File: config.mk
export PLATFORM = sky130hd
export DESIGN_NAME = ring_freq_counter
export DESIGN_NICKNAME = d
export VERILOG_FILES = /design/src/rtl/ring_freq_counter_pkg.sv /design/src/rtl/ring_sync_edge.sv /design/src/rtl/ring_freq_counter.sv
export SDC_FILE = /design/constraint.sdc
export NUM_CORES = 1
export LEC_CHECK = 0
export ABC_AREA = 0
export CORE_MARGIN = 2
export CORE_UTILIZATION = 35
export DETAILED_ROUTE_END_ITERATION = 6
export SLEW_MARGIN = 20
export SYNTH_ARGS = -nofsm -noshare
export SYNTH_HDL_FRONTEND = slang
export SYNTH_SLANG_ARGS = --single-unit
File: constraint.sdc
create_clock -name fpga_clk1 -period 1.9 [get_ports fpga_clk1]
set_input_delay 0.475 -clock fpga_clk1 [delete_from_list [all_inputs] [get_ports fpga_clk1]]
set_output_delay 0.475 -clock fpga_clk1 [all_outputs]
set_load 0.01 [all_outputs]
File: src/rtl/ring_freq_counter_pkg.sv
// ============================================================================
// Module : ring_freq_counter_pkg
// Brief  : Shared FSM encoding and default sizing for the ring frequency counter.
// Rev    : 1.0 - initial release
// ============================================================================
`default_nettype none

package ring_freq_counter_pkg;

  typedef enum logic [1:0] {
    ST_IDLE  = 2'd0,
    ST_GATE  = 2'd1,
    ST_LATCH = 2'd2
  } state_t;

  localparam int DEF_CNT_W       = 16;
  localparam int DEF_GATE_CYCLES = 1_000_000;
  localparam int DEF_SYNC_STAGES = 2;

endpackage

`default_nettype wire

File: src/rtl/ring_sync_edge.sv
// ============================================================================
// Module : ring_sync_edge
// Brief  : Multi-flop synchroniser for the raw ring output plus rising-edge pulse.
// Rev    : 1.0 - initial release
// ============================================================================
`default_nettype none

module ring_sync_edge
  import ring_freq_counter_pkg::*;
#(
  parameter int SYNC_STAGES = DEF_SYNC_STAGES
) (
  input  logic clk_i,
  input  logic rst_ni,
  input  logic ring_i,
  output logic rise_o
);

  logic [SYNC_STAGES-1:0] sync_q;
  logic                   prev_q;

  always_ff @(posedge clk_i or negedge rst_ni) begin
    if (!rst_ni) begin
      sync_q <= '0;
      prev_q <= 1'b0;
    end else begin
      sync_q <= {sync_q[SYNC_STAGES-2:0], ring_i};
      prev_q <= sync_q[SYNC_STAGES-1];
    end
  end

  assign rise_o = sync_q[SYNC_STAGES-1] & ~prev_q;

endmodule

`default_nettype wire

File: src/rtl/ring_freq_counter.sv
// ============================================================================
// Module : ring_freq_counter
// Brief  : Gated ring-oscillator edge counter; one result per window with a
//          one-cycle valid pulse. Optional macro RING_FREQ_AVG_EN selects a
//          running average over the last four windows.
// Rev    : 1.0 - initial release
// ============================================================================
`default_nettype none

module ring_freq_counter
  import ring_freq_counter_pkg::*;
#(
  parameter int GATE_CYCLES = DEF_GATE_CYCLES,
  parameter int CNT_W       = DEF_CNT_W,
  parameter int SYNC_STAGES = DEF_SYNC_STAGES
) (
  input  logic             fpga_clk1,
  input  logic             reset_n,
  input  logic             enable,
  input  logic             ring_in,
  output logic [CNT_W-1:0] value_out,
  output logic             value_valid,
  output logic             overflow
);

  localparam int               GW        = $clog2(GATE_CYCLES);
  localparam logic [GW-1:0]    GATE_LAST = GW'(GATE_CYCLES - 1);
  localparam logic [CNT_W-1:0] CNT_MAX   = '1;

  state_t           state_q, state_d;
  logic [GW-1:0]    gate_cnt_q, gate_cnt_d;
  logic [CNT_W-1:0] edge_cnt_q, edge_cnt_d;
  logic             sat_q, sat_d;
  logic             valid_q;
  logic             rise;
  logic             latch;

  ring_sync_edge #(
    .SYNC_STAGES(SYNC_STAGES)
  ) u_sync (
    .clk_i (fpga_clk1),
    .rst_ni(reset_n),
    .ring_i(ring_in),
    .rise_o(rise)
  );

  assign latch = (state_q == ST_LATCH);

  always_ff @(posedge fpga_clk1 or negedge reset_n) begin
    if (!reset_n) begin
      state_q    <= ST_IDLE;
      gate_cnt_q <= '0;
      edge_cnt_q <= '0;
      sat_q      <= 1'b0;
      valid_q    <= 1'b0;
    end else begin
      state_q    <= state_d;
      gate_cnt_q <= gate_cnt_d;
      edge_cnt_q <= edge_cnt_d;
      sat_q      <= sat_d;
      valid_q    <= latch;
    end
  end

  always_comb begin
    state_d    = state_q;
    gate_cnt_d = gate_cnt_q;
    edge_cnt_d = edge_cnt_q;
    sat_d      = sat_q;
    case (state_q)
      ST_IDLE: begin
        gate_cnt_d = '0;
        edge_cnt_d = '0;
        sat_d      = 1'b0;
        if (enable) state_d = ST_GATE;
      end
      ST_GATE: begin
        gate_cnt_d = gate_cnt_q + GW'(1);
        if (rise) begin
          if (edge_cnt_q == CNT_MAX) sat_d = 1'b1;
          else                       edge_cnt_d = edge_cnt_q + CNT_W'(1);
        end
        // Abort takes priority over completing the window.
        if (!enable)                      state_d = ST_IDLE;
        else if (gate_cnt_q == GATE_LAST) state_d = ST_LATCH;
      end
      ST_LATCH: begin
        gate_cnt_d = '0;
        edge_cnt_d = '0;
        sat_d      = 1'b0;
        state_d    = enable ? ST_GATE : ST_IDLE;
      end
      default: state_d = ST_IDLE;
    endcase
  end

  assign value_valid = valid_q;

`ifdef RING_FREQ_AVG_EN
  logic [CNT_W-1:0] hist_q [4];
  logic [3:0]       hsat_q;
  logic [CNT_W+1:0] sum;

  always_ff @(posedge fpga_clk1 or negedge reset_n) begin
    if (!reset_n) begin
      for (int i = 0; i < 4; i++) hist_q[i] <= '0;
      hsat_q <= '0;
    end else if (latch) begin
      hist_q[0] <= edge_cnt_q;
      for (int i = 1; i < 4; i++) hist_q[i] <= hist_q[i-1];
      hsat_q <= {hsat_q[2:0], sat_q};
    end
  end

  // History only moves on LATCH, so the output holds between updates.
  always_comb begin
    sum = '0;
    for (int i = 0; i < 4; i++) sum = sum + {2'b00, hist_q[i]};
  end

  assign value_out = CNT_W'(sum >> 2);
  assign overflow  = |hsat_q;
`else
  logic [CNT_W-1:0] value_q;
  logic             ovf_q;

  always_ff @(posedge fpga_clk1 or negedge reset_n) begin
    if (!reset_n) begin
      value_q <= '0;
      ovf_q   <= 1'b0;
    end else if (latch) begin
      value_q <= edge_cnt_q;
      ovf_q   <= sat_q;
    end
  end

  assign value_out = value_q;
  assign overflow  = ovf_q;
`endif

endmodule

`default_nettype wire

* Yosys cells after proc, flatten, opt, wreduce, memory -nomap -nowiden
Index checks and enable logic that the tools add are counted.
** Operators by class
- Div/mod/pow operators :: 0
- $mul :: 0
- Reductions and logical operators :: 6
- Multiplexer cells :: 12
- Add/sub/neg operators :: 2
- Order comparisons :: 0
- Bitwise logic cells :: 2
- Equality and inequality tests :: 9
- Shift-type cells :: 0
** Operator list (count)
- $pmux 20 s2 :: 1
- $mux 16 :: 2
- $pmux 16 s2 :: 1
- $add 20x1->20 const B :: 1
- $eq 20x20->1 const B :: 1
- $add 16x1->16 const B :: 1
- $eq 16x16->1 const B :: 1
- $ne 2x2->1 const B :: 4
- $mux 2 :: 3
- $pmux 2 s3 :: 1
- $reduce_and 3->1 :: 2
- $mux 1 :: 3
- $ne 3x3->1 const B :: 1
- $eq 2x1->1 const B :: 1
- $eq 2x2->1 const B :: 1
- $logic_not 2->1 :: 1
- $pmux 1 s2 :: 1
- $reduce_and 2->1 :: 1
- $reduce_bool 2->1 :: 1
- $reduce_or 2->1 :: 1
- $and 1x1->1 :: 1
- $not 1->1 :: 1
** Storage, ports and cells
- Output and inout bits :: 18
- Input port bits :: 4
- Bits in read-only memories :: 0
- Register bits :: 60
- Bits in writable memories :: 0
- Latch bits :: 0
- Word-level logic and storage cells :: 40
- Memories kept :: 0

* Depth between registers and ports, before layout
- Depth in word-level cells :: 4
- Mapped depth :: 6
- Depth with buffers taken out :: 5

* Modules after synthesis
A second synthesis with hierarchy kept.
** Unflattened totals
- Cells, all modules :: 283
- Area, all modules :: 2912.8 um2
** By module, submodules not included
- ring_freq_counter :: sequential area each 1426.4 um2, cells an instance 279, times used 1, area each 2824.0 um2
- ring_sync_edge :: sequential area each 75.1 um2, cells an instance 4, times used 1, area each 88.8 um2

* Worst setup path before layout
Ideal clock, no wire load.
- Path kind :: register -> register
- Start point :: register edge_cnt_q[0]
- End point :: register edge_cnt_q[0]
- Data required time :: 1.769 ns
- Setup slack :: 0.276 ns
- Path buffers :: 1
- Period minus slack after synthesis :: 1.624 ns
- Setup time :: 0.131 ns
- Arrival :: 1.494 ns
- Cell stages (with the launch flop) :: 7
- Cell sequence :: dfrtp_1 ha_1 nand4_1 nor4_2 buf_4 a21oi_1 mux2i_1
** On the way
- Cells in the longest elaborated chain, start to end :: 4
- Elaborated cells on any way between the ends :: 7
- Classes of those cells :: add/sub (1); eq/ne (2); mux (3); reduce/logical (1)
** Ends and longest elaborated chain
- start, declared :: line ring_freq_counter.sv:32 : logic [CNT_W-1:0] edge_cnt_q, edge_cnt_d;
- start signal, assigned :: line ring_freq_counter.sv:59 : edge_cnt_q <= edge_cnt_d;
- $add 16x1->16 :: line ring_freq_counter.sv:81 : else edge_cnt_d = edge_cnt_q + CNT_W'(1);
- $mux 16 :: line ring_freq_counter.sv:80 : if (edge_cnt_q == CNT_MAX) sat_d = 1'b1;
- $mux 16 :: line ring_freq_counter.sv:79 : if (rise) begin
- $pmux 16 s2 :: line ring_freq_counter.sv:70 : case (state_q)
Several ways; a longest one is shown, not always the timed one. The select of a mux whose other input is x is not followed.
A chain may end at the register's enable or synchronous reset.

* Worst setup path after layout
- Start point :: register gate_cnt_q[0]
- End point :: register gate_cnt_q[18]
** On the way
- Cells in the longest elaborated chain, start to end :: 2
** Ends and longest elaborated chain
- start, declared :: line ring_freq_counter.sv:31 : logic [GW-1:0] gate_cnt_q, gate_cnt_d;
- start signal, assigned :: line ring_freq_counter.sv:58 : gate_cnt_q <= gate_cnt_d;
- $add 20x1->20 :: line ring_freq_counter.sv:78 : gate_cnt_d = gate_cnt_q + GW'(1);
- $pmux 20 s2 :: line ring_freq_counter.sv:70
Every way passes these cells.

==> run metrics <==
initial core utilization=35.6%; Buffers & Inverters on Critical Path=0; critical setup path kind=reg -> reg; drt wl/cell=13.9 µm; Synth Flop Type=dfrtp_1; Yosys reg bits=60; setup TNS=0 ns; FILL cells=794; Cell Rows=33; crit-path cells=ha_1 -> and3b_1 -> nand2_2 -> or4_1 -> a21oi_1; CORE AREA=8090 µm²; Post-CTS Hold Fix Bufs=0; layout cells sized above 1=17.0%; Die Width=~95 µm; Avg Cell Area, Syn=10.7 µm²; CTS tree=yes; die area=between 8000 and 9000 µm²; Levels on crit path=5; post-synthesis net count=about 280; initial antenna violation count=0; Clock Latency Late Sink=~0.34 ns; Die H=94.7 µm; largest net degree at the start of global routing=29; Final min period=1.75 ns; Tcrit/Tclk final=between 90% and 100%; # resized after CTS=0; number of synthesized flops with an enable pin=0; DRC viols=0; Placed Cells=395; fin. max-slew vios=0; non-filler instance count after layout=411; H-tree depth=3; min-delay worst type=in -> async; endpoints failing setup=0; multi-input logic area=1270 µm²; vias in the first global route=slightly above 2,000; DR vias=2,096; iteration count of the initial detailed-routing pass=4; I/O pins=22; Vias/cell=approximately 5.1; first-pass GRT wire length=9780 µm; total CTS buffers=9; CP max-delay cell=or4_1; clock buffer depth=2; P per Cell Area=766 nW/µm²; Layout Skew=0.0116 ns; Distinct cells, synth=43; Yosys Warn Count=0; Worst Setup End Kind=register; Slew headroom=between 70% and 80%; # nets final=307; WL final=5720 µm; final hold viol count=0; crit-path leading delay family=simple AND/OR/NAND/NOR gates; IO buf count=21; Area Growth Syn to Fin=21.1%; largest stage delay on the critical path=0.52 ns; Seq/Total Area, Yosys=52.2%; VDD IR max=433 µV; postcts setup bufs=0; Reg2Reg Setup Slack=0.15 ns; Worst Setup Start Kind=register; CTS root buf=clkbuf_8; GPL Wtd Cong=about 0.77; Antenna Violating Nets Remaining=0; Reg clk slew, reported paths=about 0.070 ns; Inserted Diodes=0; Cells after Synth=269; R2R depth=5; Fin Hold WS=between 0.06 and 0.07 ns; Crit Path Max Fanout=6; Reg2Reg Capture Point=gate_cnt_q[18]$_DFFE_PN0P_; Post-synth ARST share=100%; GRT Total Usage=14.2%; outcome=complete, no violations; Mapped Area=approximately 2900 µm²; Leak=1.53 nW; Num Clock Sinks=60; worst endpoint required time=2.16 ns; total grt overflow=0; post-DP HPWL=3970 µm; f_max=571 MHz; arrival time worst endpoint=2.01 ns; register cell area after layout=1500 µm²; DR iter-0 viols=144; Max Cap Violations=0; Worst Tran Pin Value=0.438 ns; R2R Path Start=gate_cnt_q[0]$_DFFE_PN0P_; unrepaired setup endpoints after global routing=no
## metrics by stage
stage,cell area [µm²],util [%],total power [mW],worst slack [ns]
5_1_grt,3480,43.1,2.78,0.0217
3_3_place_gp,3270,40.4,1.43,0.224
6_report,3480,43.1,2.67,0.149
4_1_cts,3480,43.1,2.71,0.142
3_5_place_dp,3270,40.4,1.43,0.166
2_1_floorplan,2880,-,1.37,0.276
## cells by family after synthesis
family / Yosys count / synth area share (%)
AO/OA/AOI/OAI: 33 / 7.00
adder cells (fa/ha/maj): 2 / 0.869
flip-flops: 60 / 52.2
buffers and inverters: 22 / 3.83
XOR/XNOR: 13 / 3.96
multiplexers: 28 / 10.4
AND/OR/NAND/NOR: 111 / 21.8
## worst max path at each step
stage / start / end / slack (ns)
2_1_floorplan: edge_cnt_q[0]$_DFFE_PN0P_ / edge_cnt_q[0]$_DFFE_PN0P_ / 0.28
5_1_grt: gate_cnt_q[0]$_DFFE_PN0P_ / gate_cnt_q[18]$_DFFE_PN0P_ / 0.02
3_5_place_dp: gate_cnt_q[0]$_DFFE_PN0P_ / gate_cnt_q[18]$_DFFE_PN0P_ / 0.17
4_1_cts: gate_cnt_q[0]$_DFFE_PN0P_ / gate_cnt_q[18]$_DFFE_PN0P_ / 0.14
6_report: gate_cnt_q[0]$_DFFE_PN0P_ / gate_cnt_q[18]$_DFFE_PN0P_ / 0.15
3_3_place_gp: gate_cnt_q[0]$_DFFE_PN0P_ / gate_cnt_q[18]$_DFFE_PN0P_ / 0.22
## cells in the mapped netlist, drive strengths merged (6+ instances only)
cell / number / area [µm²]
nand4: 12 / 75.1
mux2: 15 / 169
buf: 9 / 61.3
nand3: 15 / 75.1
xor2: 10 / 87.6
inv: 7 / 26.3
o21ai: 6 / 30.0
nand2: 25 / 104
nand2b: 12 / 75.1
clkbuf: 6 / 22.5
a21oi: 15 / 75.1
dfrtp: 60 / 1500
mux2i: 13 / 130
nor2: 16 / 60.1
and4: 7 / 61.3
## worst register-to-register path: cells and delay by family, from the launching register on
kind / cells / cell delay [ns]
compound gates: 1 / 0.16
flops: 1 / 0.37
fa+ha+maj: 1 / 0.20
simple gates: 3 / 0.95
## cells in the final DEF (no fill, tap or decap), types with 2 or more instances in the layout
| cell | count |
|---|---|
| or3_1 | 4 |
| a21oi_1 | 15 |
| nor2_1 | 16 |
| or4_1 | 5 |
| ha_1 | 2 |
| mux2_2 | 15 |
| clkinv_2 | 3 |
| clkdlybuf4s50_1 | 20 |
| nand4_1 | 12 |
| nor3_1 | 2 |
| nand2_1 | 23 |
| xnor2_1 | 3 |
| nand2b_1 | 12 |
| dfrtp_1 | 60 |
| o41ai_1 | 3 |
| buf_4 | 13 |
| nand3_1 | 15 |
| bufinv_16 | 2 |
| mux2i_1 | 13 |
| buf_12 | 2 |
| inv_1 | 6 |
| a211oi_1 | 2 |
| nor4_1 | 2 |
| o21ai_0 | 6 |
| xor2_1 | 10 |
| o31ai_1 | 3 |
| and3_1 | 2 |
| clkbuf_8 | 10 |
| and4_1 | 7 |
| nor2b_1 | 2 |
## power by group
group	leakage, nW	internal [mW]	switching (mW)
logic	0.588	0.0377	0.0661
registers	0.826	1.29	0.00871
clock network	0.113	0.768	0.499
## state kept, by name, indices dropped and copies added (netlist names)
register and cells:
overflow 1, sat_q 1, u_sync.prev_q 1, value_valid 1, u_sync.sync_q 2, value_out 16, edge_cnt_q 16, state_q 2
gate_cnt_q 20
## final cells by class
cell class | instances | area share [%]
repair buffers | 36 | 9.84
inverters | 7 | 0.754
clock inverters | 5 | 2.15
flip-flops and latches | 60 | 43.1
well taps | 105 | 3.77
multi-input cells | 187 | 36.3
clock buffers | 11 | 4.06
## metal layers
layer,GRT usage [%],vias up,wire length (µm)
li1,-,1024,-
met3,3.43,2,186
met4,6.28,0,18
met1,19.3,1035,2820
met2,21.6,35,2690
met5,0,-,0
Note: power is estimated with default switching activity, not from simulation.
